[src/rtl/paddsb_seq_unit.sv]
// Sequential packed saturating add/sub: one signed 4-bit lane per clock.
// Ports: clk, rst_n, start, sub, a, b -> busy, done, result, sat_flags.
module paddsb_seq_unit #(
  parameter int LANES = 4
) (
  input  logic             clk,
  input  logic             rst_n,
  input  logic             start,
  input  logic             sub,
  input  logic [4*LANES-1:0] a,
  input  logic [4*LANES-1:0] b,
  output logic             busy,
  output logic             done,
  output logic [4*LANES-1:0] result,
  output logic [LANES-1:0] sat_flags
);

  localparam int W  = 4 * LANES;
  localparam int CW = $clog2(LANES);

  typedef enum logic [1:0] {
    IDLE,
    RUN,
    DONE
  } state_t;

  state_t          state, state_n;
  logic [CW-1:0]   cnt;
  logic [W-1:0]    a_q, b_q;
  logic            sub_q;
  logic [W-1:0]    wres, wres_n;
  logic [LANES-1:0] wflg, wflg_n;

  logic [3:0] ai, bi, bx, raw, lres;
  logic       pos, neg, lflg, last;

  assign last = (cnt == CW'(LANES - 1));

  always_comb begin
    ai   = a_q[{cnt, 2'b00} +: 4];
    bi   = b_q[{cnt, 2'b00} +: 4];
    bx   = sub_q ? ~bi : bi;
    raw  = ai + bx + {3'b000, sub_q};
    pos  = ~ai[3] & ~bx[3] & raw[3];
    neg  = ai[3] & bx[3] & ~raw[3];
    lflg = pos | neg;
    lres = raw;
    if (pos) lres = 4'h7;
    if (neg) lres = 4'h8;
  end

  // Working copy with the current lane merged in; the last lane's merge
  // is what gets published, so outputs never see a partial result.
  always_comb begin
    wres_n = wres;
    wflg_n = wflg;
    wres_n[{cnt, 2'b00} +: 4] = lres;
    wflg_n[cnt] = lflg;
  end

  always_comb begin
    state_n = state;
    unique case (state)
      IDLE: if (start) state_n = RUN;
      RUN:  if (last) state_n = DONE;
      DONE: state_n = IDLE;
      default: state_n = IDLE;
    endcase
  end

  always_ff @(posedge clk or negedge rst_n) begin
    if (!rst_n) state <= IDLE;
    else        state <= state_n;
  end

  always_ff @(posedge clk or negedge rst_n) begin
    if (!rst_n) begin
      cnt       <= '0;
      a_q       <= '0;
      b_q       <= '0;
      sub_q     <= 1'b0;
      wres      <= '0;
      wflg      <= '0;
      result    <= '0;
      sat_flags <= '0;
    end else begin
      unique case (state)
        IDLE: begin
          if (start) begin
            a_q   <= a;
            b_q   <= b;
            sub_q <= sub;
            cnt   <= '0;
            wres  <= '0;
            wflg  <= '0;
          end
        end
        RUN: begin
          wres <= wres_n;
          wflg <= wflg_n;
          if (last) begin
            cnt       <= '0;
            result    <= wres_n;
            sat_flags <= wflg_n;
          end else begin
            cnt <= cnt + 1'b1;
          end
        end
        default: ;
      endcase
    end
  end

  assign busy = (state == RUN);
  assign done = (state == DONE);

endmodule

[config.mk]
export PLATFORM = sky130hd
export DESIGN_NAME = paddsb_seq_unit
export DESIGN_NICKNAME = d
export VERILOG_FILES = /design/src/rtl/paddsb_seq_unit.sv
export SDC_FILE = /design/constraint.sdc
export NUM_CORES = 1
export LEC_CHECK = 0
export ABC_AREA = 1
export CAP_MARGIN = 40
export CORE_MARGIN = 2
export CORE_UTILIZATION = 58
export CTS_CLUSTER_SIZE = 20
export DETAILED_ROUTE_END_ITERATION = 16
export PLACE_DENSITY = 0.94
export SLEW_MARGIN = 0
export SYNTH_ARGS = -nofsm -noshare
export SYNTH_HDL_FRONTEND = slang
export SYNTH_SLANG_ARGS = --single-unit
[constraint.sdc]
create_clock -name clk -period 7.15 [get_ports clk]
set_clock_uncertainty 0.1 [all_clocks]
set_input_delay 2.145 -clock clk [delete_from_list [all_inputs] [get_ports clk]]
set_output_delay 2.145 -clock clk [all_outputs]
set_load 0.02 [all_outputs]
==> results.toml, run 1 <==
[detailed_routing]
detail_route.vias_per_cell = 5.33
vias = 3274
route.top_layer_used = "met4"
final_antenna_net_count = 0
routed_length_per_placed_instance_um = 13.4
wirelength_um = 8220
met1_wirelength_um = 3380
detailedRoute.firstPassIterationCount = 5
drtIter0Drc = 246
drc_errors = 0
routed_wl_met2_um = 4200
met3WireLength_um = 420

[power_and_ir_drop]
power.leakage_nw = 2.36
worst_ir_drop_on_vdd_uv = 414
power-per-cell-area_nw_per_um2 = 538

[setup_path]
critical_path.reg2reg.startpoint = "cnt[0]"
critPathCaptureType = "primary output"
startpoint_type = "flop"
critPathArrivalTime_ns = 2.14
timing.critical_path.from = "state[0]"
ff2ff_setup_slack_ns = 3.86
worst-path-max-fanout = 18
reg2reg_to = "wres[13]"
rr_worst_depth = 16
critPathRequiredTime_ns = 4.91
worst-setup-path-type = "reg2out"

[floorplan]
dieArea_um2 = 7170
io_pins = 58
core_area_um2 = 6310
initial_utilization_pct = 59.8
fp.dieH_um = 84.7
die_x_um = 84.7
placement_rows = 29

[cts]
number_of_buffers_created_by_cts = 9
post_cts.resized_instances = 0
tritoncts_clock_tree = "yes"
cts_max_level = 3
cts_hold_repair.buffers = 0
cts.reportedPaths.clkPinSlew_ns = 0.07
post_cts_buffers = 0
cts_max_path_buffers = 2
worst_skew_pair.late_latency_ns = 0.36
clock_sinks = 76
root_buffer = "clkbuf_8"

[synthesis]
netlist.area_leader.share_pct = 50.4
ys_seq_area_share_pct = 50.4
synth.avg_cell_area_um2 = 7.92
synthesis.yosys.warnings = 0
ys_top_cells_by_area = "dfrtp_1 50%, nand2_1 22%, o21ai_0 4.2%, ha_1 3.3%, inv_1 3.3%"
number_of_flip_flops_and_latches_in_the_synthesized_netlist = 76
syn-num-nets = 524
syn_inst = 477
syn_area_um2 = 3780
post-synth-top-area-cell = "dfrtp_1"
synth_cell_types = 30

[sta]
timing.final.max_slew_violations = 0
setup_viol = 0
layout_min_cycle_time_ns = 4.39
max_slew_margin_pct = 36.0
min_period_over_period_pct = 61.4
rsz_0062_raised_after_global_routing = "false"
timing.final.hold_violations = 0
worst-slew-pin-transition_ns = 0.956
highest_clock_rate_mhz = 228
setup_total_negative_slack_ns = 0

[final_layout]
antenna_cells = 0
finish.net_count = 579
final_area_um2 = 4620
n_fill_cell = 505
post_route_cells_drive_above_1_share_pct = 7.26
syn2layout_area_growth_pct = 22.4

[placed_design]
place_hpwl_um = 5740
numPortBuffers = 57
gp_routability_congestion = 0.918
placed_area_um2 = 4400

[min_path]
worst_hold_path.endpoint = "a_q[10]"
worst_hold_path.num_cells = 2
timing.hold.worst.class = "reg2reg"
holdCritStartpoint = "a_q[10]"

[grt]
first_pass_grt_wire_length_um = 14300
first_global_vias = 3232
grt_usage_pct = 25.2
gr-total-overflow = 0
pin_count_of_the_biggest_net_entering_global_routing = 46
number_of_antenna_violations_at_the_first_check_in_global_routing = 0

[outcome]
status = "completed"

[job]
max_cap_violations = 0
metrics by stage:
step	worst slack (ns)	hold slack [ns]	util [%]	instances	power, mW
CTS	2.78	0.372	73.2	614	2.48
global route	2.68	0.396	73.2	614	2.69
detailed placement	2.77	0.354	69.8	598	2.11
floorplan	3.96	0.337	-	477	1.75
global placement	2.88	0.349	69.4	597	2.03
finish	2.76	0.370	73.2	614	2.49
area by class of cell:
class / instances / area (um2) / area share (%)
multi-input cells: 345 / 1640 / 35.6
clock inverters: 5 / 75.1 / 1.62
repair buffers: 62 / 616 / 13.3
well taps: 77 / 96.3 / 2.09
clock buffers: 11 / 141 / 3.06
flip-flops and latches: 76 / 1900 / 41.2
inverters: 38 / 148 / 3.20
worst max-delay path, cell delays in order, from the launching register on:
cell and delay [ns]:
dfrtp_1 0.40, nand2_1 0.21, clkinv_1 0.48, clkdlybuf4s50_1 0.69
logic make-up (layout without fill, tap and decap cells):
family	count (synthesis)	in the layout	synth area share, %
DFF	76	76	50.4
AOI/OAI and AO/OA	52	52	7.99
adders and majority gates	11	11	3.84
and+or+nand+nor	278	278	30.7
xor gates and xnor gates	4	4	0.928
buffers and inverters	56	116	6.20
worst max path at each step:
stage          endpoint  slack [ns]  cells past startpoint
4_1_cts            busy        2.78                      3
5_1_grt            busy        2.68                      3
2_1_floorplan      busy        3.96                      3
3_3_place_gp    wres[3]        2.88                      7
3_5_place_dp    wres[3]        2.77                      7
6_report           busy        2.76                      3
cells in the mapped netlist:
master,n
xnor2_1,1
buf_6,2
nand3_4,1
nand4_4,2
nand3_2,2
clkbuf_1,12
dfrtp_1,76
inv_1,33
o21bai_2,4
clkinv_1,3
fa_1,1
o21ai_0,32
xor2_1,3
o22ai_1,6
a32oi_1,1
ha_1,10
nand3_1,18
a21oi_1,3
and2_1,1
o21ai_1,5
inv_2,1
nand4_1,5
nand2_2,6
nor3_1,1
a32o_1,1
inv_6,1
buf_1,1
nor2_1,17
buf_2,3
nand2_1,225
registers in the layout, summed over array words and instances (netlist names):
| register | cells |
|---|---|
| a_q | 16 |
| sat_flags | 4 |
| wflg | 3 |
| sub_q | 1 |
| state | 2 |
| result | 16 |
| b_q | 16 |
| wres | 16 |
| cnt | 2 |
placed cells by master, fill, tap and decap left out, types with 4 or more instances in the layout:
master           synthesis  final
o21ai_1                  5      5
o21bai_2                 4      4
buf_4                    0      4
nand3_1                 18     18
nand2_1                225    225
clkdlybuf4s50_1          0     56
inv_1                   33     33
ha_1                    10     10
clkbuf_8                 0     10
nand2_2                  6      6
nand4_1                  5      5
o21ai_0                 32     32
nor2_1                  17     16
o22ai_1                  6      6
dfrtp_1                 76     76
power breakdown:
group          switching (mW)  internal, mW  total, mW
clock network           0.157         0.204      0.362
registers               0.103         0.611      0.714
logic                   0.929         0.481       1.41
total                    1.19          1.30       2.49
layer usage:
| metal | up-vias | GRT usage, % |
|---|---|---|
| li1 | 1595 | - |
| met3 | 23 | 5.60 |
| met1 | 1546 | 30.1 |
| met4 | 0 | 11.0 |
| met5 | - | 0 |
| met2 | 110 | 43.7 |
Note: power is estimated with default switching activity, not from simulation.
==> inputs of run 2 (changes only) <==
Settings changed: CORE_UTILIZATION 58 to 49, PLACE_DENSITY 0.94 to 0.85.
Clock period 7.15 ns to 3.7 ns, I/O delays scaled along.
==> results.toml, run 2 (synthesized netlist as in run 1, its figures left out) <==
[sta]
worst-slew-pin-transition_ns = 0.833
highest_clock_rate_mhz = 309
min_period_over_period_pct = 87.6
rsz_0062_raised_after_global_routing = "false"
final.setup.worst_slack_ns = 0.460
setup_total_negative_slack_ns = 0
setup_viol = 0
timing.final.hold_violations = 0
max_slew_margin_pct = 44.4
timing.final.max_slew_violations = 0
layout_min_cycle_time_ns = 3.24

[grt]
gr-total-overflow = 0
grt_usage_pct = 21.6
first_global_vias = 3212
number_of_antenna_violations_at_the_first_check_in_global_routing = 0
first_pass_grt_wire_length_um = 14400
pin_count_of_the_biggest_net_entering_global_routing = 37

[power_and_ir_drop]
seq_power_share_pct = 28.9
power.leakage_nw = 2.38
p_int_mw = 2.58
worst_ir_drop_on_vdd_uv = 435
pwr-share-comb_pct = 55.2
power-per-cell-area_nw_per_um2 = 1040
netSwitchingPower_mw = 2.30
power.share.clock_pct = 15.9
swShare_pct = 47.1

[placed_design]
post-place-ws_ns = 0.584
gp_routability_congestion = 0.919
dpl.cell_count = 625
numPortBuffers = 57
place_hpwl_um = 6230
placed_area_um2 = 4450

[floorplan]
die_x_um = 91.8
placement_rows = 32
initial_utilization_pct = 49.6
io_pins = 58
dieArea_um2 = 8420
core_area_um2 = 7610
fp.dieH_um = 91.8

[setup_path]
worst-path-max-fanout = 21
critPathRequiredTime_ns = 3.83
worst-setup-path-type = "reg2reg"
startpoint_type = "flop"
critPathCaptureType = "flop"
critPathArrivalTime_ns = 3.37

[detailed_routing]
final_antenna_net_count = 0
drtIter0Drc = 143
wirelength_um = 8530
routed_length_per_placed_instance_um = 13.3
vias = 3235
detailedRoute.firstPassIterationCount = 5
detail_route.vias_per_cell = 5.05
drc_errors = 0

[cts]
post_cts_buffers = 0
cts_hold_repair.buffers = 0
worst_skew_pair.late_latency_ns = 0.36
cts_max_path_buffers = 2
post_cts.resized_instances = 0
tritoncts_clock_tree = "yes"
cts.reportedPaths.clkPinSlew_ns = 0.08
number_of_buffers_created_by_cts = 9
cts_max_level = 3
root_buffer = "clkbuf_8"
clock_sinks = 76

[final_layout]
final_area_um2 = 4700
ff_latch_area_um2 = 1900
finish.net_count = 581
multi_input_gate_area_um2 = 1640
post_route_cells_drive_above_1_share_pct = 7.79
layout_commonest_cell = "nand2_1"
finish.utilization_pct = 61.8
final_cell_mix = "225 x nand2_1, 76 x dfrtp_1, 56 x clkdlybuf4s50_1"
syn2layout_area_growth_pct = 24.4
n_fill_cell = 679
final_cells = 641
antenna_cells = 0

[job]
max_cap_violations = 0

[outcome]
status = "completed"

[min_path]
timing.hold.worst.class = "reg2reg"
[run 2: changes by cell type in the layout (fill, tap and decap cells not counted)]
cell / change
inv_6: +1
bufinv_16: +1
clkbuf_8: -1
clkinv_4: +2
clkbuf_1: -1
clkinvlp_4: +1
clkinv_2: -3
buf_4: +2
[run 2: through the flow]
step	hold WS (ns)	power, mW
after global routing	0.403	5.30
after detailed placement	0.356	4.11
after CTS	0.375	4.90
after global placement	0.354	3.99
final	0.369	4.89
after floorplan	0.337	3.37
[run 2: routing by layer]
layer	GRT usage, %	up-vias	share of wire, %
met5	0	-	0
met4	9.58	0	2.3
met3	3.94	20	4.1
met2	37.7	89	51
met1	26.0	1516	43
li1	-	1610	-
[run 2: worst paths after layout]
| path | startpoint | endpoint | slack, ns | cells past startpoint |
|---|---|---|---|---|
| max in group asynchronous | rst_n | b_q[14] | 2.12 | 2 |
| max reg2reg | cnt[0] | wres[1] | 0.46 | 15 |
| min in group asynchronous | rst_n | sat_flags[2] | 0.73 | 1 |
| min | b_q[10] | b_q[10] | 0.37 | 2 |
| min reg2reg | b_q[10] | b_q[10] | 0.37 | 2 |
| max | cnt[0] | wres[1] | 0.46 | 15 |
[run 2: critical path, stage by stage (launching register included)]
cell,delay (ns)
dfrtp_1,0.72
inv_6,0.17
o21ai_0,0.19
o22ai_1,0.10
xor2_1,0.16
ha_1,0.33
a21oi_1,0.29
nand2_2,0.11
nand2_1,0.08
nand3_2,0.25
nand2_1,0.15
nand2_1,0.11
nand2_1,0.07
o21ai_0,0.10
nand2_1,0.07
o21ai_0,0.09
[run 2: layout make-up]
| cell class | count | share of cell area, % |
|---|---|---|
| multi-input cells | 345 | 35.0 |
| repair buffers | 64 | 13.4 |
| inverters | 38 | 3.14 |
| clock buffers | 9 | 2.64 |
| flip-flops and latches | 76 | 40.5 |
| clock inverters | 7 | 2.64 |
| well taps | 102 | 2.72 |
[run 2: power by group through the flow]
stage	Sequential (mW)	Combinational [mW]	Clock (mW)
6_report	1.41	2.70	0.780
5_1_grt	1.46	3.03	0.815
4_1_cts	1.41	2.70	0.791
3_5_place_dp	1.43	2.68	0
3_3_place_gp	1.41	2.58	0
2_1_floorplan	1.44	1.94	0
==> inputs of run 3 (changes only) <==
Settings changed: PLACE_DENSITY 0.85 to 0.76.
==> results.toml, run 3 (synthesized netlist as in run 1, its figures left out) <==
[power_and_ir_drop]
power.leakage_nw = 2.36
swShare_pct = 47.5
netSwitchingPower_mw = 2.28
design_power_total_mw = 4.80
p_int_mw = 2.52
pwr-share-comb_pct = 56.1
power-per-cell-area_nw_per_um2 = 1030
seq_power_share_pct = 29.5
worst_ir_drop_on_vdd_uv = 511
power.share.clock_pct = 14.5

[cts]
tritoncts_clock_tree = "yes"
post_cts_buffers = 0
root_buffer = "clkbuf_8"
number_of_buffers_created_by_cts = 9
cts_hold_repair.buffers = 0
clock_sinks = 76
cts_max_level = 3
post_cts.resized_instances = 0
cts.reportedPaths.clkPinSlew_ns = 0.08
worst_skew_pair.late_latency_ns = 0.36
cts_max_path_buffers = 2

[floorplan]
initial_utilization_pct = 49.6
placement_rows = 32
dieArea_um2 = 8420
core_area_um2 = 7610
io_pins = 58
die_x_um = 91.8
fp.dieH_um = 91.8

[setup_path]
startpoint_type = "flop"
critPathRequiredTime_ns = 3.88
worst-setup-path-type = "reg2reg"
worst-path-max-fanout = 21
critPathArrivalTime_ns = 3.45
critPathCaptureType = "flop"

[grt]
first_global_vias = 3172
number_of_antenna_violations_at_the_first_check_in_global_routing = 0
busiest_layer = "met2"
grt_use_met2_pct = 36.9
gr-total-overflow = 0
use_met3_pct = 4.11
first_pass_grt_wire_length_um = 14300
gr-usage-met1_pct = 26.6
pin_count_of_the_biggest_net_entering_global_routing = 37
grt_usage_pct = 21.3

[detailed_routing]
wirelength_um = 8410
drc_errors = 0
detailedRoute.firstPassIterationCount = 5
detail_route.vias_per_cell = 5.04
vias = 3235
final_antenna_net_count = 0
drtIter0Drc = 130
routed_length_per_placed_instance_um = 13.1

[sta]
min_period_over_period_pct = 88.4
layout_min_cycle_time_ns = 3.27
setup_viol = 0
worst-slew-pin-transition_ns = 0.848
final.setup.worst_slack_ns = 0.428
timing.final.max_slew_violations = 0
rsz_0062_raised_after_global_routing = "false"
timing.final.hold_violations = 0
highest_clock_rate_mhz = 306
max_slew_margin_pct = 43.4
setup_total_negative_slack_ns = 0

[placed_design]
dpl.cell_count = 626
gp_routability_congestion = 0.848
post-place-ws_ns = 0.535
place_hpwl_um = 6040
numPortBuffers = 57

[min_path]
timing.hold.worst.class = "reg2reg"

[final_layout]
antenna_cells = 0
post_route_cells_drive_above_1_share_pct = 7.78
finish.net_count = 582
syn2layout_area_growth_pct = 23.8
layout_commonest_cell = "nand2_1"
final_cells = 642
final_cell_mix = "225 x nand2_1, 76 x dfrtp_1, 56 x clkdlybuf4s50_1"

[outcome]
status = "completed"

[job]
max_cap_violations = 0
-- run 3: changes by cell type in the layout (fill, tap and decap cells not counted), sizes merged --
cell / change
bufinv: -1
clkbuf: +1
clkinvlp: +1
buf: +1
inv: -1
-- run 3: power groups by stage --
| stage | Clock [mW] | Combinational [mW] | Sequential [mW] |
|---|---|---|---|
| after floorplan | 0 | 1.94 | 1.44 |
| after global placement | 0 | 2.61 | 1.41 |
| after detailed placement | 0 | 2.68 | 1.43 |
| after CTS | 0.701 | 2.70 | 1.42 |
| after global routing | 0.740 | 3.03 | 1.46 |
| final | 0.696 | 2.69 | 1.41 |
-- run 3: cell type report --
type | instances | area, um2
Fill cell | 704 | 2930
Sequential cell | 76 | 1900
Multi-Input combinational cell | 345 | 1640
Timing Repair Buffer | 65 | 638
Inverter | 38 | 148
Clock buffer | 10 | 128
Tap cell | 102 | 128
Clock inverter | 6 | 88.8
-- run 3: through the flow --
| step | utilization [%] | hold WS, ns | cell area [um2] |
|---|---|---|---|
| after floorplan | - | 0.337 | 3780 |
| after global placement | 58.6 | 0.351 | 4460 |
| after detailed placement | 58.6 | 0.361 | 4460 |
| after CTS | 61.4 | 0.378 | 4670 |
| after global routing | 61.4 | 0.395 | 4670 |
| final | 61.4 | 0.375 | 4670 |
-- run 3: worst max-delay path, stage by stage (launching register included) --
cell,delay (ns)
dfrtp_1,0.75
inv_6,0.18
o21ai_0,0.26
o22ai_1,0.11
xor2_1,0.26
ha_1,0.30
nand2_1,0.07
inv_1,0.05
nand3_2,0.09
nand2_2,0.06
nand2_1,0.08
nand3_2,0.25
nand2_1,0.25
nand4_1,0.11
o21ai_0,0.13
nand2_1,0.07
o21ai_0,0.08
-- run 3: worst paths after layout --
check                      startpoint      endpoint  slack [ns]  cells past startpoint
setup / recovery               cnt[0]      wres[15]        0.43                     16
hold / removal                a_q[11]       a_q[11]        0.37                      2
setup reg to reg               cnt[0]      wres[15]        0.43                     16
hold reg to reg               a_q[11]       a_q[11]        0.37                      2
max in group asynchronous       rst_n       b_q[11]        2.22                      2
min in group asynchronous       rst_n  sat_flags[3]        0.62                      1
-- run 3: per-layer routing --
metal	vias up	wire, um	part of all wire, %
met4	0	81	0.96
met2	75	4350	52
met5	-	0	0
met3	8	328	3.9
met1	1540	3650	43
li1	1612	-	-
